<file path="src/rtl/bram_arb_pkg.sv">
// bram_arb_pkg: shared types for the two-port BRAM arbiter.
// State encoding of the access sequencer and the requester identifier.
package bram_arb_pkg;

   // Sequencer states: nothing outstanding / read data on bram_do now /
   // response parked in the hold register waiting for the owner.
   typedef enum logic [1:0] {
      IDLE   = 2'd0,
      FLIGHT = 2'd1,
      HOLD   = 2'd2
   } arb_state_e;

   // Identifier of a requester port (0 or 1).
   typedef logic [0:0] owner_t;

   localparam owner_t OWNER_P0 = 1'b0;
   localparam owner_t OWNER_P1 = 1'b1;

   // The port that is not the given one; used for round-robin alternation.
   function automatic owner_t other_owner(input owner_t id);
      return owner_t'(~id);
   endfunction

endpackage : bram_arb_pkg

</file>
<file path="src/rtl/bram_arb_pick.sv">
// bram_arb_pick: two-way grant picker for bram_port_arbiter.
// Default build is round-robin on ties (favour the port not granted most
// recently). Define BRAM_ARB_FIXED_PRIO_EN for fixed priority to port 0,
// in which case the last-grant input is ignored.
module bram_arb_pick
   import bram_arb_pkg::*;
(
   input  logic   req0_valid,
   input  logic   req1_valid,
   input  owner_t last_grant,
   output logic   gnt_valid,
   output owner_t gnt_id
);

`ifdef BRAM_ARB_FIXED_PRIO_EN
   // The pointer still exists in the parent; fixed priority does not need it.
   logic unused_last_s;
   assign unused_last_s = last_grant[0];

   // Fixed priority: port 0 wins whenever it is asking.
   always_comb begin
      gnt_valid = req0_valid | req1_valid;
      gnt_id    = OWNER_P0;
      if (req0_valid) begin
         gnt_id = OWNER_P0;
      end else if (req1_valid) begin
         gnt_id = OWNER_P1;
      end else begin
         gnt_id = OWNER_P0;
      end
   end
`else
   // Round-robin: on a tie grant the port that lost last time.
   always_comb begin
      gnt_valid = req0_valid | req1_valid;
      gnt_id    = OWNER_P0;
      if (req0_valid && req1_valid) begin
         gnt_id = other_owner(last_grant);
      end else if (req1_valid) begin
         gnt_id = OWNER_P1;
      end else begin
         gnt_id = OWNER_P0;
      end
   end
`endif

endmodule : bram_arb_pick

</file>
<file path="src/rtl/bram_port_arbiter.sv">
// bram_port_arbiter: shares one non-pipelined, write-first BRAM port between
// two valid/ready requesters. At most one access is outstanding; its response
// is presented the cycle after the grant straight from bram_do and is parked
// in a hold register if the owning port is not ready to take it.
// Build option: BRAM_ARB_FIXED_PRIO_EN selects fixed port-0 priority instead
// of round-robin (implemented in bram_arb_pick).
module bram_port_arbiter
   import bram_arb_pkg::*;
#(
   parameter int ADDR_WIDTH = 16,
   parameter int DATA_WIDTH = 32,
   parameter int WE_WIDTH   = 4
)(
   input  logic                  CLK,
   input  logic                  RST_N,
   // requester 0
   input  logic                  req0_valid,
   output logic                  req0_ready,
   input  logic [ADDR_WIDTH-1:0] req0_addr,
   input  logic [WE_WIDTH-1:0]   req0_wstrb,
   input  logic [DATA_WIDTH-1:0] req0_wdata,
   output logic                  resp0_valid,
   input  logic                  resp0_ready,
   output logic [DATA_WIDTH-1:0] resp0_data,
   // requester 1
   input  logic                  req1_valid,
   output logic                  req1_ready,
   input  logic [ADDR_WIDTH-1:0] req1_addr,
   input  logic [WE_WIDTH-1:0]   req1_wstrb,
   input  logic [DATA_WIDTH-1:0] req1_wdata,
   output logic                  resp1_valid,
   input  logic                  resp1_ready,
   output logic [DATA_WIDTH-1:0] resp1_data,
   // shared BRAM port
   output logic                  bram_en,
   output logic [WE_WIDTH-1:0]   bram_we,
   output logic [ADDR_WIDTH-1:0] bram_addr,
   output logic [DATA_WIDTH-1:0] bram_di,
   input  logic [DATA_WIDTH-1:0] bram_do
);

   arb_state_e            state_r;
   arb_state_e            state_s;
   owner_t                owner_r;
   owner_t                owner_s;
   owner_t                last_r;
   owner_t                last_s;
   logic [DATA_WIDTH-1:0] hold_r;
   logic [DATA_WIDTH-1:0] hold_s;

   logic                  gnt_valid_s;
   owner_t                gnt_id_s;
   logic                  resp_pending_s;
   logic                  owner_ready_s;
   logic                  accept_s;
   logic                  can_issue_s;
   logic                  issue_s;
   logic [DATA_WIDTH-1:0] resp_data_s;

   bram_arb_pick u_pick (
      .req0_valid (req0_valid),
      .req1_valid (req1_valid),
      .last_grant (last_r),
      .gnt_valid  (gnt_valid_s),
      .gnt_id     (gnt_id_s)
   );

   // Response side: is a response owed, where its data comes from, is it taken now
   always_comb begin
      resp_pending_s = 1'b0;
      resp_data_s    = bram_do;
      owner_ready_s  = 1'b0;
      case (state_r)
         IDLE: begin
            resp_pending_s = 1'b0;
            resp_data_s    = bram_do;
         end
         FLIGHT: begin
            resp_pending_s = 1'b1;
            resp_data_s    = bram_do;
         end
         HOLD: begin
            resp_pending_s = 1'b1;
            resp_data_s    = hold_r;
         end
         default: begin
            resp_pending_s = 1'b0;
            resp_data_s    = hold_r;
         end
      endcase
      if (owner_r == OWNER_P1) begin
         owner_ready_s = resp1_ready;
      end else begin
         owner_ready_s = resp0_ready;
      end
      accept_s = resp_pending_s & owner_ready_s;
   end

   // Issue permission: when idle, or when the in-flight response leaves this cycle
   always_comb begin
      can_issue_s = 1'b0;
      case (state_r)
         IDLE:    can_issue_s = RST_N;
         FLIGHT:  can_issue_s = RST_N & accept_s;
         HOLD:    can_issue_s = 1'b0;
         default: can_issue_s = 1'b0;
      endcase
      issue_s = can_issue_s & gnt_valid_s;
   end

   // Next-state, owner, last-grant pointer and hold-register capture
   always_comb begin
      state_s = state_r;
      owner_s = owner_r;
      last_s  = last_r;
      hold_s  = hold_r;
      case (state_r)
         IDLE: begin
            if (issue_s) begin
               state_s = FLIGHT;
            end else begin
               state_s = IDLE;
            end
         end
         FLIGHT: begin
            if (accept_s && issue_s) begin
               state_s = FLIGHT;
            end else if (accept_s) begin
               state_s = IDLE;
            end else begin
               // Owner stalled: bram_do is only valid now, so park it.
               state_s = HOLD;
               hold_s  = bram_do;
            end
         end
         HOLD: begin
            if (accept_s) begin
               state_s = IDLE;
            end else begin
               state_s = HOLD;
            end
         end
         default: begin
            state_s = IDLE;
         end
      endcase
      if (issue_s) begin
         owner_s = gnt_id_s;
         last_s  = gnt_id_s;
      end else begin
         owner_s = owner_r;
         last_s  = last_r;
      end
   end

   // Sequencer registers; reset drops anything in flight or held
   always_ff @(posedge CLK or negedge RST_N) begin
      if (!RST_N) begin
         state_r <= IDLE;
         owner_r <= OWNER_P0;
         last_r  <= OWNER_P1;
         hold_r  <= {DATA_WIDTH{1'b0}};
      end else begin
         state_r <= state_s;
         owner_r <= owner_s;
         last_r  <= last_s;
         hold_r  <= hold_s;
      end
   end

   // Drive the BRAM port, request handshakes and response channels
   always_comb begin
      req0_ready = 1'b0;
      req1_ready = 1'b0;
      bram_en    = issue_s;
      bram_we    = {WE_WIDTH{1'b0}};
      bram_addr  = req0_addr;
      bram_di    = req0_wdata;
      if (gnt_id_s == OWNER_P1) begin
         bram_addr  = req1_addr;
         bram_di    = req1_wdata;
         req1_ready = issue_s;
         if (issue_s) begin
            bram_we = req1_wstrb;
         end else begin
            bram_we = {WE_WIDTH{1'b0}};
         end
      end else begin
         bram_addr  = req0_addr;
         bram_di    = req0_wdata;
         req0_ready = issue_s;
         if (issue_s) begin
            bram_we = req0_wstrb;
         end else begin
            bram_we = {WE_WIDTH{1'b0}};
         end
      end
      resp0_valid = resp_pending_s & (owner_r == OWNER_P0);
      resp1_valid = resp_pending_s & (owner_r == OWNER_P1);
      resp0_data  = resp_data_s;
      resp1_data  = resp_data_s;
   end

endmodule : bram_port_arbiter

</file>
<file path="config.mk">
export PLATFORM = sky130hd
export DESIGN_NAME = bram_port_arbiter
export DESIGN_NICKNAME = d
export VERILOG_FILES = /design/src/rtl/bram_arb_pkg.sv /design/src/rtl/bram_arb_pick.sv /design/src/rtl/bram_port_arbiter.sv
export SDC_FILE = /design/constraint.sdc
export NUM_CORES = 1
export LEC_CHECK = 0
export BUFFER_PORTS_ARGS = -buffer_cell sky130_fd_sc_hd__buf_2
export CORE_AREA = 2 2 102 104
export CTS_BUF_LIST = sky130_fd_sc_hd__clkbuf_4
export CTS_CLUSTER_DIAMETER = 30
export CTS_CLUSTER_SIZE = 30
export DETAILED_ROUTE_END_ITERATION = 7
export DIE_AREA = 0 0 104 106
export PLACE_DENSITY_LB_ADDON = 0.3
export REMOVE_ABC_BUFFERS = 1
export SYNTH_ARGS = -nofsm -noshare
export SYNTH_HDL_FRONTEND = slang
export SYNTH_SLANG_ARGS = --single-unit
</file>
<file path="constraint.sdc">
create_clock -name CLK -period 2.05 [get_ports CLK]
set_input_delay 0.205 -clock CLK [delete_from_list [all_inputs] [get_ports CLK]]
set_output_delay 0.205 -clock CLK [all_outputs]
set_load 0.03 [all_outputs]
</file>
==> results of run 1 <==
[cells by family (layout without fill, tap and decap cells)]
logic type | count (synthesis) | count (layout) | synth area share, %
compound gates | 3 | 3 | 1.51
fa+ha+maj | 4 | 4 | 1.83
flops | 36 | 36 | 33.0
other cells | 0 | 2 | 0
simple gates | 14 | 14 | 2.70
buf+inv | 47 | 291 | 11.8
mux | 119 | 119 | 49.2
[timing repair]
action / CTS / global route
resized for setup: 25 / 4
endpoints found under the hold margin: 35 / 0
setup buffers: 7 / 3
hold buffers: 1 / 0
endpoints found under the setup margin: 74 / 119
cloned: 1 / 1
pin swaps: 2 / 1
[power by group]
group | total (mW) | switching, mW | internal (mW) | leakage (nW)
logic | 4.39 | 2.63 | 1.77 | 1.76
registers | 1.23 | 0.157 | 1.07 | 0.427
clock network | 0.515 | 0.247 | 0.269 | 0.0457
[stage by stage]
step,cells,setup slack [ps],utilization [%],hold slack (ps)
5_1_grt,605,-157,43.2,63.2
2_1_floorplan,179,-3540,-,-90.6
4_1_cts,599,-122,42.5,63.5
6_report,605,-75.2,43.2,90.1
3_5_place_dp,582,168,40.0,384
3_3_place_gp,582,219,40.0,380
[Yosys cell counts]
master,n
ha_1,4
nor2_1,8
a21boi_0,1
mux2_2,112
buf_4,36
and3_4,1
and2b_2,2
mux2_4,3
o221ai_4,1
and2_2,1
buf_2,8
a211oi_1,1
nand2_1,2
dfrtp_1,35
inv_1,3
mux2i_1,4
dfstp_2,1
[worst paths after layout]
path                                      end         from
worst max-delay path            resp1_data[5]   state_r[0]
worst min-delay path               hold_r[27]  bram_do[27]
worst max register to register      hold_r[3]   state_r[0]
worst min register to register     hold_r[30]   hold_r[30]
max in group asynchronous              last_r        RST_N
min in group asynchronous           hold_r[8]        RST_N
[final cells by class]
| type | count | share of cell area [%] |
|---|---|---|
| clock inverters | 2 | 0.811 |
| inverters | 3 | 0.261 |
| multi-input cells | 140 | 36.3 |
| flip-flops and latches | 36 | 20.9 |
| clock buffers | 6 | 1.04 |
| well taps | 136 | 3.94 |
| diodes | 2 | 0.116 |
| repair buffers | 280 | 36.6 |
[worst max-delay path, delay by kind of cell, from the launching register on]
family / cells / cell delay (ps)
buffers and inverters: 2 / 390
flip-flops: 1 / 430
multiplexers: 1 / 380
adder cells (fa/ha/maj): 1 / 230
AND/OR/NAND/NOR: 1 / 130
[state kept, by name, indices dropped and copies added, names as in the netlist]
register  flops
last_r        1
hold_r       32
state_r       2
owner_r       1
[routing by layer]
layer,GRT usage (%),share of wire (%),vias up,wire length [um]
met3,5.46,9.7,16,877
met1,16.3,35,1223,3180
met4,7.63,3.1,0,285
li1,-,-,1250,-
met2,29.0,52,154,4730
met5,0,0,-,0
==> metrics, run 1 <==
outcome=finished with violations; violated checks=negative setup slack; GR Util All Layers=around 16%; post-layout total power=a little over 6 mW; area share of the largest cell type after synthesis=46.1%; share of cells above drive strength 1=89.5%; Cell Area, Synth=between 2000 and 3000 um2; CTS tree=yes; vias in the first global route=~2,700; fin crit share=104%; fin worst setup slack=-75.2 ps; Detail Placement HPWL=between 7000 and 8000 um; final hold violations=0; #FFs+latches synth=36; IO buf count=between 200 and 300; final setup violation count=between 60 and 70; Tmin final=roughly 2100 ps; via count=2,643; Clock Path Buffers=2; crit end category=primary output; Slew Viols, Final=0; filler instances=1,015; VDD IR max=0.572 mV; most common cell after layout, fill and taps aside=buf_2; Pwr Density=roughly 1400 nW/um2; area grow syn2layout=58.0%; total core area=10000 um2; # IOs=around 260; Initial Util=a little over a quarter; H-tree depth=2; unrepaired setup endpoints after global routing=yes; 1st-iter DRT viols=50; Worst Path Required=roughly 1900 ps; CP Class=register to primary output; Peak Freq=approximately 0.47 GHz; GPL Wtd Cong=between 0.8 and 0.9; first-pass GRT wire length=about 14,000 um; critical path, cell by cell=ha_2 -> nor2_4 -> buf_12 -> mux2_2 -> buf_2; worst stage delay on the critical path=approximately 430 ps; relative slew slack=68.6%; CTS root buf=clkbuf_4; DIE AREA=11,000 um2; Worst-Skew Late Latency=about 350 ps; clock skew=about 9 ps; largest net degree at the start of global routing=37; final instance area=about 4300 um2; R2R cell count=7; TritonCTS buffer count=5; # nets final=~600; dpl cell area=around 4000 um2; Critical Path Start Type=register; area leader, netlist=mux2_2; Mapped Avg Cell Area=~12 um2; Multi-input gate area=around 1600 um2; Reg2Reg Setup Slack=about 350 ps; number of synthesis warnings=0; leakage=between 2 and 2.5 nW; # clock sinks=36; ANT nets after route=0; hold crit path type=input pin to register; length of the first detailed-routing pass in iterations=3; leading post-synthesis cells by cell area=mux2_2 (46%), dfrtp_1 (32%), buf_4 (9.9%); Sequential Area=around 900 um2; Remaining DRCs=0; hold path cells=2; Worst-path clk slew=between 100 and 150 ps; Die Ht=about 110 um; Synth Instances=between 200 and 250; Core Rows=37; initial antenna violation count=2; Yosys cell types=17; DRT Wirelength=between 9000 and 10,000 um; via density per instance=4.37; critical-path maximum fanout=32; Worst Path Arrival=1920 ps; grt total ovfl=0; final setup TNS=-3460 ps; most frequent cells in the layout=buf_2 (254), mux2_2 (112), dfrtp_1 (35); Worst-Margin Slew=roughly 470 ps; slowest stage cell, crit path=dfrtp_1; Horiz. Die Dim=between 100 and 150 um; maxcap violations=0; sequential share of the synthesized area=33.0%; mean routed wirelength per cell=~15 um
Power figures use the tool's default switching activity.
==> inputs of run 2 (changes only) <==
--- a/config.mk
+++ b/config.mk
@@ -6,14 +6,15 @@
 export NUM_CORES = 1
 export LEC_CHECK = 0
 export BUFFER_PORTS_ARGS = -buffer_cell sky130_fd_sc_hd__buf_2
-export CORE_AREA = 2 2 102 104
+export CORE_AREA = 4 4 101 103
 export CTS_BUF_LIST = sky130_fd_sc_hd__clkbuf_4
 export CTS_CLUSTER_DIAMETER = 30
 export CTS_CLUSTER_SIZE = 30
 export DETAILED_ROUTE_END_ITERATION = 7
-export DIE_AREA = 0 0 104 106
+export DIE_AREA = 0 0 105 107
 export PLACE_DENSITY_LB_ADDON = 0.3
 export REMOVE_ABC_BUFFERS = 1
+export SETUP_SLACK_MARGIN = 0.5
 export SYNTH_ARGS = -nofsm -noshare
 export SYNTH_HDL_FRONTEND = slang
 export SYNTH_SLANG_ARGS = --single-unit
==> run 2 against run 1 <==
  * The run still ends with negative setup slack left
  * First-iteration DRC count increased by 70%
  * Core utilization grew 21 points
  * Critical path depth is 2 higher
  * Via count grew 11%
  * Clock skew down 2.7 ps
  * Largest power group unchanged
  * Final cell count decreased by 0.33%
  * Global-route usage rose by 5.1 points
  * Power grew 42%
  * Sequential share of layout area is 5.6 points lower
==> metrics, run 2 (synthesized netlist as in run 1, its figures left out) <==
Worst-Margin Slew=471 ps (+0.116 ps); DIE AREA=11,200 um2 (+1.9%); Worst Path Required=1850 ps (about the same); Multi-input gate area=2030 um2 (+30%); max reg flops=32 (unchanged); critical-path maximum fanout=8 (-75%); CTS tree=yes; post-layout total power=8.73 mW (+42%); final setup TNS=-4510 ps (-1050 ps); final hold violations=0 (unchanged); most common cell after layout, fill and taps aside=buf_2; most frequent cells in the layout=buf_2 (141), buf_6 (128), mux2_4 (109); Peak Freq=0.465 GHz (-1.2%); Detail Placement HPWL=8410 um (+17%); GR Util All Layers=21.0% (+5.1 points); share of cells above drive strength 1=91.8% (+2.3 points); # clock sinks=36 (unchanged); final setup violation count=82 (+26%); GPL Wtd Cong=0.835 (+3.5%); grt total ovfl=0 (unchanged); hold crit path type=input pin to register; filler instances=666 (-34%); relative slew slack=68.6% (about the same); clock skew=6.51 ps (-2.69 ps); total core area=9200 um2 (-8.0%); Critical Path Start Type=register; TritonCTS buffer count=5 (unchanged); via count=2,922 (+11%); outcome=finished with violations; first-pass GRT wire length=18,000 um (+31%); mean routed wirelength per cell=22.8 um (+52%); maxcap violations=0 (unchanged); Post-Layout Cell Count=603 (-0.33%); Core Rows=35 (-5.4%); unrepaired setup endpoints after global routing=yes; crit end category=primary output; violated checks=negative setup slack; Worst-path clk slew=110 ps (about the same); Clock Path Buffers=2 (unchanged); # nets final=634 (+3.6%); Remaining DRCs=0 (unchanged); 1st-iter DRT viols=85 (+70%); VDD IR max=0.656 mV (+15%); Sequential Area=903 um2 (+0.14%); leakage=3.14 nW (+41%); Die Ht=107 um (+0.94%); initial antenna violation count=4 (+2); IO buf count=262 (unchanged); Hold Slack=116 ps (+25.7 ps); # IOs=263 (unchanged); dpl cell area=3960 um2 (-0.78%); biggest regs=hold_r (32), state_r (2); ANT nets after route=0 (unchanged); Post-Place Cells=557 (-4.3%); fin crit share=105% (+1.2 points); area grow syn2layout=116%; Horiz. Die Dim=105 um (+0.96%); CP Class=register to primary output; final instance area=5900 um2 (+37%); Pwr Density=1480 nW/um2 (+4.2%); Worst-Skew Late Latency=330 ps (-20 ps); CTS root buf=clkbuf_4; Worst Path Arrival=1950 ps (+30 ps); pre-CTS setup slack=196 ps (+27.4 ps); vias in the first global route=3,144 (+17%); via density per instance=4.85 (+11%); fin worst setup slack=-100 ps (-24.9 ps); Slew Viols, Final=0 (unchanged); final core utilization=64.2% (+21 points); most flop-heavy register=hold_r; Tmin final=2150 ps (+24.9 ps); DRT Wirelength=13,700 um (+52%); H-tree depth=2 (unchanged); largest net degree at the start of global routing=37 (unchanged); length of the first detailed-routing pass in iterations=4 (+1); Initial Util=29.7% (+2.4 points)
## run 2: cell types whose count changed in the layout (fill, tap and decap cells not counted), moves of 3 or more
cell,change
buf_2,-113
mux2_2,-106
mux2_4,+106
buf_8,+3
clkbuf_16,+3
buf_16,+7
mux2i_1,-4
buf_6,+121
mux2i_2,+3
## run 2: what timing repair did
item                                    CTS  global route
gates cloned                              8             5
setup buffers                            16             5
endpoints found under the setup margin  156           156
gates resized for setup                 280           121
pin swaps                                 3            11
hold buffers                              1             0
hold endpoints to repair                 30             0
## run 2: power by group
group / switching (mW) / total [mW] / internal [mW] / leakage (nW)
combinational: 3.30 / 6.93 / 3.63 / 2.67
sequential: 0.219 / 1.30 / 1.08 / 0.426
clock: 0.241 / 0.510 / 0.269 / 0.0457
total: 3.76 / 8.73 / 4.97 / 3.14
## run 2: area by class of cell
cell class / instances / area share (%)
Antenna cell: 3 / 0.127
Inverter: 3 / 0.233
Clock inverter: 2 / 0.593
Timing Repair Buffer: 302 / 46.2
Tap cell: 111 / 2.35
Sequential cell: 36 / 15.3
Multi-Input combinational cell: 140 / 34.5
Clock buffer: 6 / 0.763
## run 2: worst paths after layout
path	from	endpoint	slack [ps]	depth (start not counted)
max reg2reg	state_r[1]	owner_r	100	9
min	bram_do[26]	hold_r[26]	120	2
max	state_r[1]	resp0_data[10]	-100	7
min reg2reg	hold_r[3]	hold_r[3]	520	1
min in group asynchronous	RST_N	state_r[1]	530	3
max in group asynchronous	RST_N	last_r	1180	3
## run 2: layer usage
metal | wire length [um] | vias up | part of all wire (%) | track usage (%)
met5 | 13 | - | 0.095 | 0
met4 | 248 | 2 | 1.8 | 6.47
met3 | 1180 | 18 | 8.6 | 8.07
met2 | 7420 | 175 | 54 | 39.3
met1 | 4880 | 1433 | 36 | 21.6
li1 | - | 1294 | - | -
## run 2: worst max-delay path, cell delays in order, from the launching register on
cell and delay, ps:
dfrtp_1 390, inv_2 80, ha_4 180, nor2_4 170
buf_6 150, clkbuf_16 160, mux2_4 320, buf_6 140
==> inputs of run 3 (changes only) <==
--- a/config.mk
+++ b/config.mk
@@ -5,16 +5,18 @@
 export SDC_FILE = /design/constraint.sdc
 export NUM_CORES = 1
 export LEC_CHECK = 0
+export ABC_AREA = 1
 export BUFFER_PORTS_ARGS = -buffer_cell sky130_fd_sc_hd__buf_2
-export CORE_AREA = 4 4 101 103
+export CORE_AREA = 4 4 100 102
 export CTS_BUF_LIST = sky130_fd_sc_hd__clkbuf_4
 export CTS_CLUSTER_DIAMETER = 30
 export CTS_CLUSTER_SIZE = 30
 export DETAILED_ROUTE_END_ITERATION = 7
-export DIE_AREA = 0 0 105 107
+export DIE_AREA = 0 0 104 106
 export PLACE_DENSITY_LB_ADDON = 0.3
 export REMOVE_ABC_BUFFERS = 1
 export SETUP_SLACK_MARGIN = 0.5
+export SKIP_CTS_REPAIR_TIMING = 1
 export SYNTH_ARGS = -nofsm -noshare
 export SYNTH_HDL_FRONTEND = slang
 export SYNTH_SLANG_ARGS = --single-unit
==> run 3 against run 2 <==
  * The run still ends with negative setup slack left
  * Flip-flop and latch count did not move
  * Combinational power rose by 38%
  * Final cell count rose by 38%
  * Register-to-register slack improved by 160 ps
  * Critical path depth rose by 1
  * Power rose by 29%
  * Count of clock-buffer cells in the layout did not move
  * Largest cell class unchanged
==> metrics, run 3 <==
R2R cell count=10 (+1); area grow syn2layout=133%; final hold violations=0 (unchanged); area leader, netlist=dfrtp_1; VDD IR max=0.764 mV (+16%); number of synthesis warnings=0 (unchanged); CP top delay family=buffers and inverters; slowest stage cell, crit path=dfrtp_1; Remaining DRCs=0 (unchanged); pre-CTS setup slack=165 ps (-30.9 ps); grt total ovfl=0 (unchanged); critical-path maximum fanout=8 (unchanged); CP Class=register to primary output; FF-to-FF Start=state_r[1]; fin crit share=104% (-0.66 points); Horiz. Die Dim=104 um (-0.95%); Sequential Area=902 um2 (-0.14%); Synth Instances=443 (+99%); Worst Path Required=1850 ps (about the same); Mapped Avg Cell Area=6.56 um2 (-47%); Worst-Margin Slew=654 ps (+183 ps); total core area=9110 um2 (-0.95%); commonest cells in the netlist=nand2_1 (186), inv_1 (41), nor2_1 (37); leakage=3.61 nW (+15%); post-layout total power=11.3 mW (+29%); max reg flops=32 (unchanged); relative slew slack=55.9% (-13 points); Crit path top cell by count=buf_6; top_reg_cell synth=dfrtp_1; critical path, cell by cell=buf_6 -> ha_4 -> nor2_4 -> buf_12 -> buf_6 -> nor2_1 -> a21oi_2 -> buf_4; mean routed wirelength per cell=21.1 um (-7.5%); Detail Placement HPWL=8950 um (+6.3%); via density per instance=5.10 (+5.3%); initial antenna violation count=3 (-1); CTS tree=yes; unrepaired setup endpoints after global routing=yes; H-tree depth=2 (unchanged); maxcap violations=0 (unchanged); crit end category=primary output; share of cells above drive strength 1=78.0% (-14 points); Worst-Skew Late Latency=330 ps (about the same); Synth async-reset ratio=100% (unchanged); GR Util All Layers=18.2% (-2.8 points); CTS root buf=clkbuf_4; biggest regs=hold_r (32), state_r (2); Worst Path Arrival=1930 ps (-20 ps); IO buf count=262 (unchanged); Hold Path Origin=bram_do[23]; 1st-iter DRT viols=209 (+150%); filler instances=601 (-9.8%); length of the first detailed-routing pass in iterations=4 (unchanged); hold crit path type=input pin to register; via count=4,245 (+45%); Cell Area, Synth=2910 um2 (+6.3%); Peak Freq=0.468 GHz (+0.64%); DIE AREA=11,000 um2 (-1.9%); GPL Wtd Cong=0.929 (+11%); Die Ht=106 um (-0.93%); largest net degree at the start of global routing=65 (+76%); first-pass GRT wire length=16,200 um (-10%); Clock Path Buffers=2 (unchanged); most common cell after layout, fill and taps aside=buf_2; DRT Wirelength=17,500 um (+28%); Post-Place Cells=766 (+38%); cell with the most instances after synthesis=nand2_1; clock skew=7.09 ps (+0.575 ps); TritonCTS buffer count=5 (unchanged); sequential share of the synthesized area=31.0% (-1.9 points); Tmin final=2140 ps (-13.6 ps); Reg2Reg Setup Slack=260 ps (+160 ps); Slew Viols, Final=0 (unchanged); final core utilization=74.4% (+10 points); ANT nets after route=0 (unchanged); final setup TNS=-2300 ps (+2210 ps); EDFF count, synth=0 (unchanged); final setup violation count=62 (-24%); Bufs and invs on worst path=4 (unchanged); Critical Path Start Type=register; fin worst setup slack=-86.5 ps (+13.6 ps); worst stage delay on the critical path=440 ps (+50 ps); Multi-input gate area=2520 um2 (+24%); hold path cells=3 (+1); Worst path depth=8 (+1); Initial Util=31.9% (+2.2 points); Critical path origin=state_r[0]; area share of the largest cell type after synthesis=30.1% (-16 points); Post-Layout Cell Count=832 (+38%); Core Rows=35 (unchanged); # nets final=863 (+36%); most frequent cells in the layout=buf_2 (142), buf_6 (106), nand2_4 (70); most flop-heavy register=hold_r; # clock sinks=36 (unchanged); # IOs=263 (unchanged); Yosys cell types=24 (+7); leading post-synthesis cells by cell area=dfrtp_1 (30%), nand2_1 (24%), o21ai_2 (8.4%); Pwr Density=1660 nW/um2 (+12%); Worst-path clk slew=120 ps (about the same); outcome=finished with violations; vias in the first global route=3,180 (+1.1%); #FFs+latches synth=36 (unchanged); violated checks=negative setup slack
[run 3: through the flow]
step                cell area [um2]  hold slack, ps
finish                         6770            84.7
floorplan                      2520           -90.6
global placement               4050             349
global route                   6770            69.4
CTS                            4130           -34.1
detailed placement             4050             351
[run 3: final timing paths]
check / end
worst max-delay path: resp1_data[30]
worst min-delay path: hold_r[23]
worst min register to register: last_r
min in group asynchronous: hold_r[24]
worst max register to register: hold_r[6]
max in group asynchronous: last_r
[run 3: worst min-delay path: cells and delay by family]
kind                   cells  cell delay (ps)
buffers and inverters      1               90
AOI/OAI and AO/OA          1               40
and+or+nand+nor            1               50
[run 3: report_power, final]
group          switching [mW]  internal [mW]
registers               0.132           1.06
clock network           0.251          0.269
logic                    5.60           3.95
[run 3: per-layer routing]
metal	wire length, um	track usage [%]
met1	5780	20.9
met2	9620	32.7
met3	1400	6.07
met4	737	4.37
met5	7	0
[run 3: cell families after synthesis]
group           Yosys count  share of synthesized area [%]
compound gates           65                           14.8
fa+ha+maj                 4                           1.72
buf+inv                  97                           18.8
flops                    36                           31.0
simple gates            241                           33.7
[run 3: final cells by class]
type	count	area share [%]
repair buffers	312	41.4
clock inverters	2	0.517
diodes	3	0.111
repair inverters	6	2.09
flip-flops and latches	36	13.3
clock buffers	6	0.665
multi-input cells	314	37.2
inverters	42	2.72
well taps	111	2.05
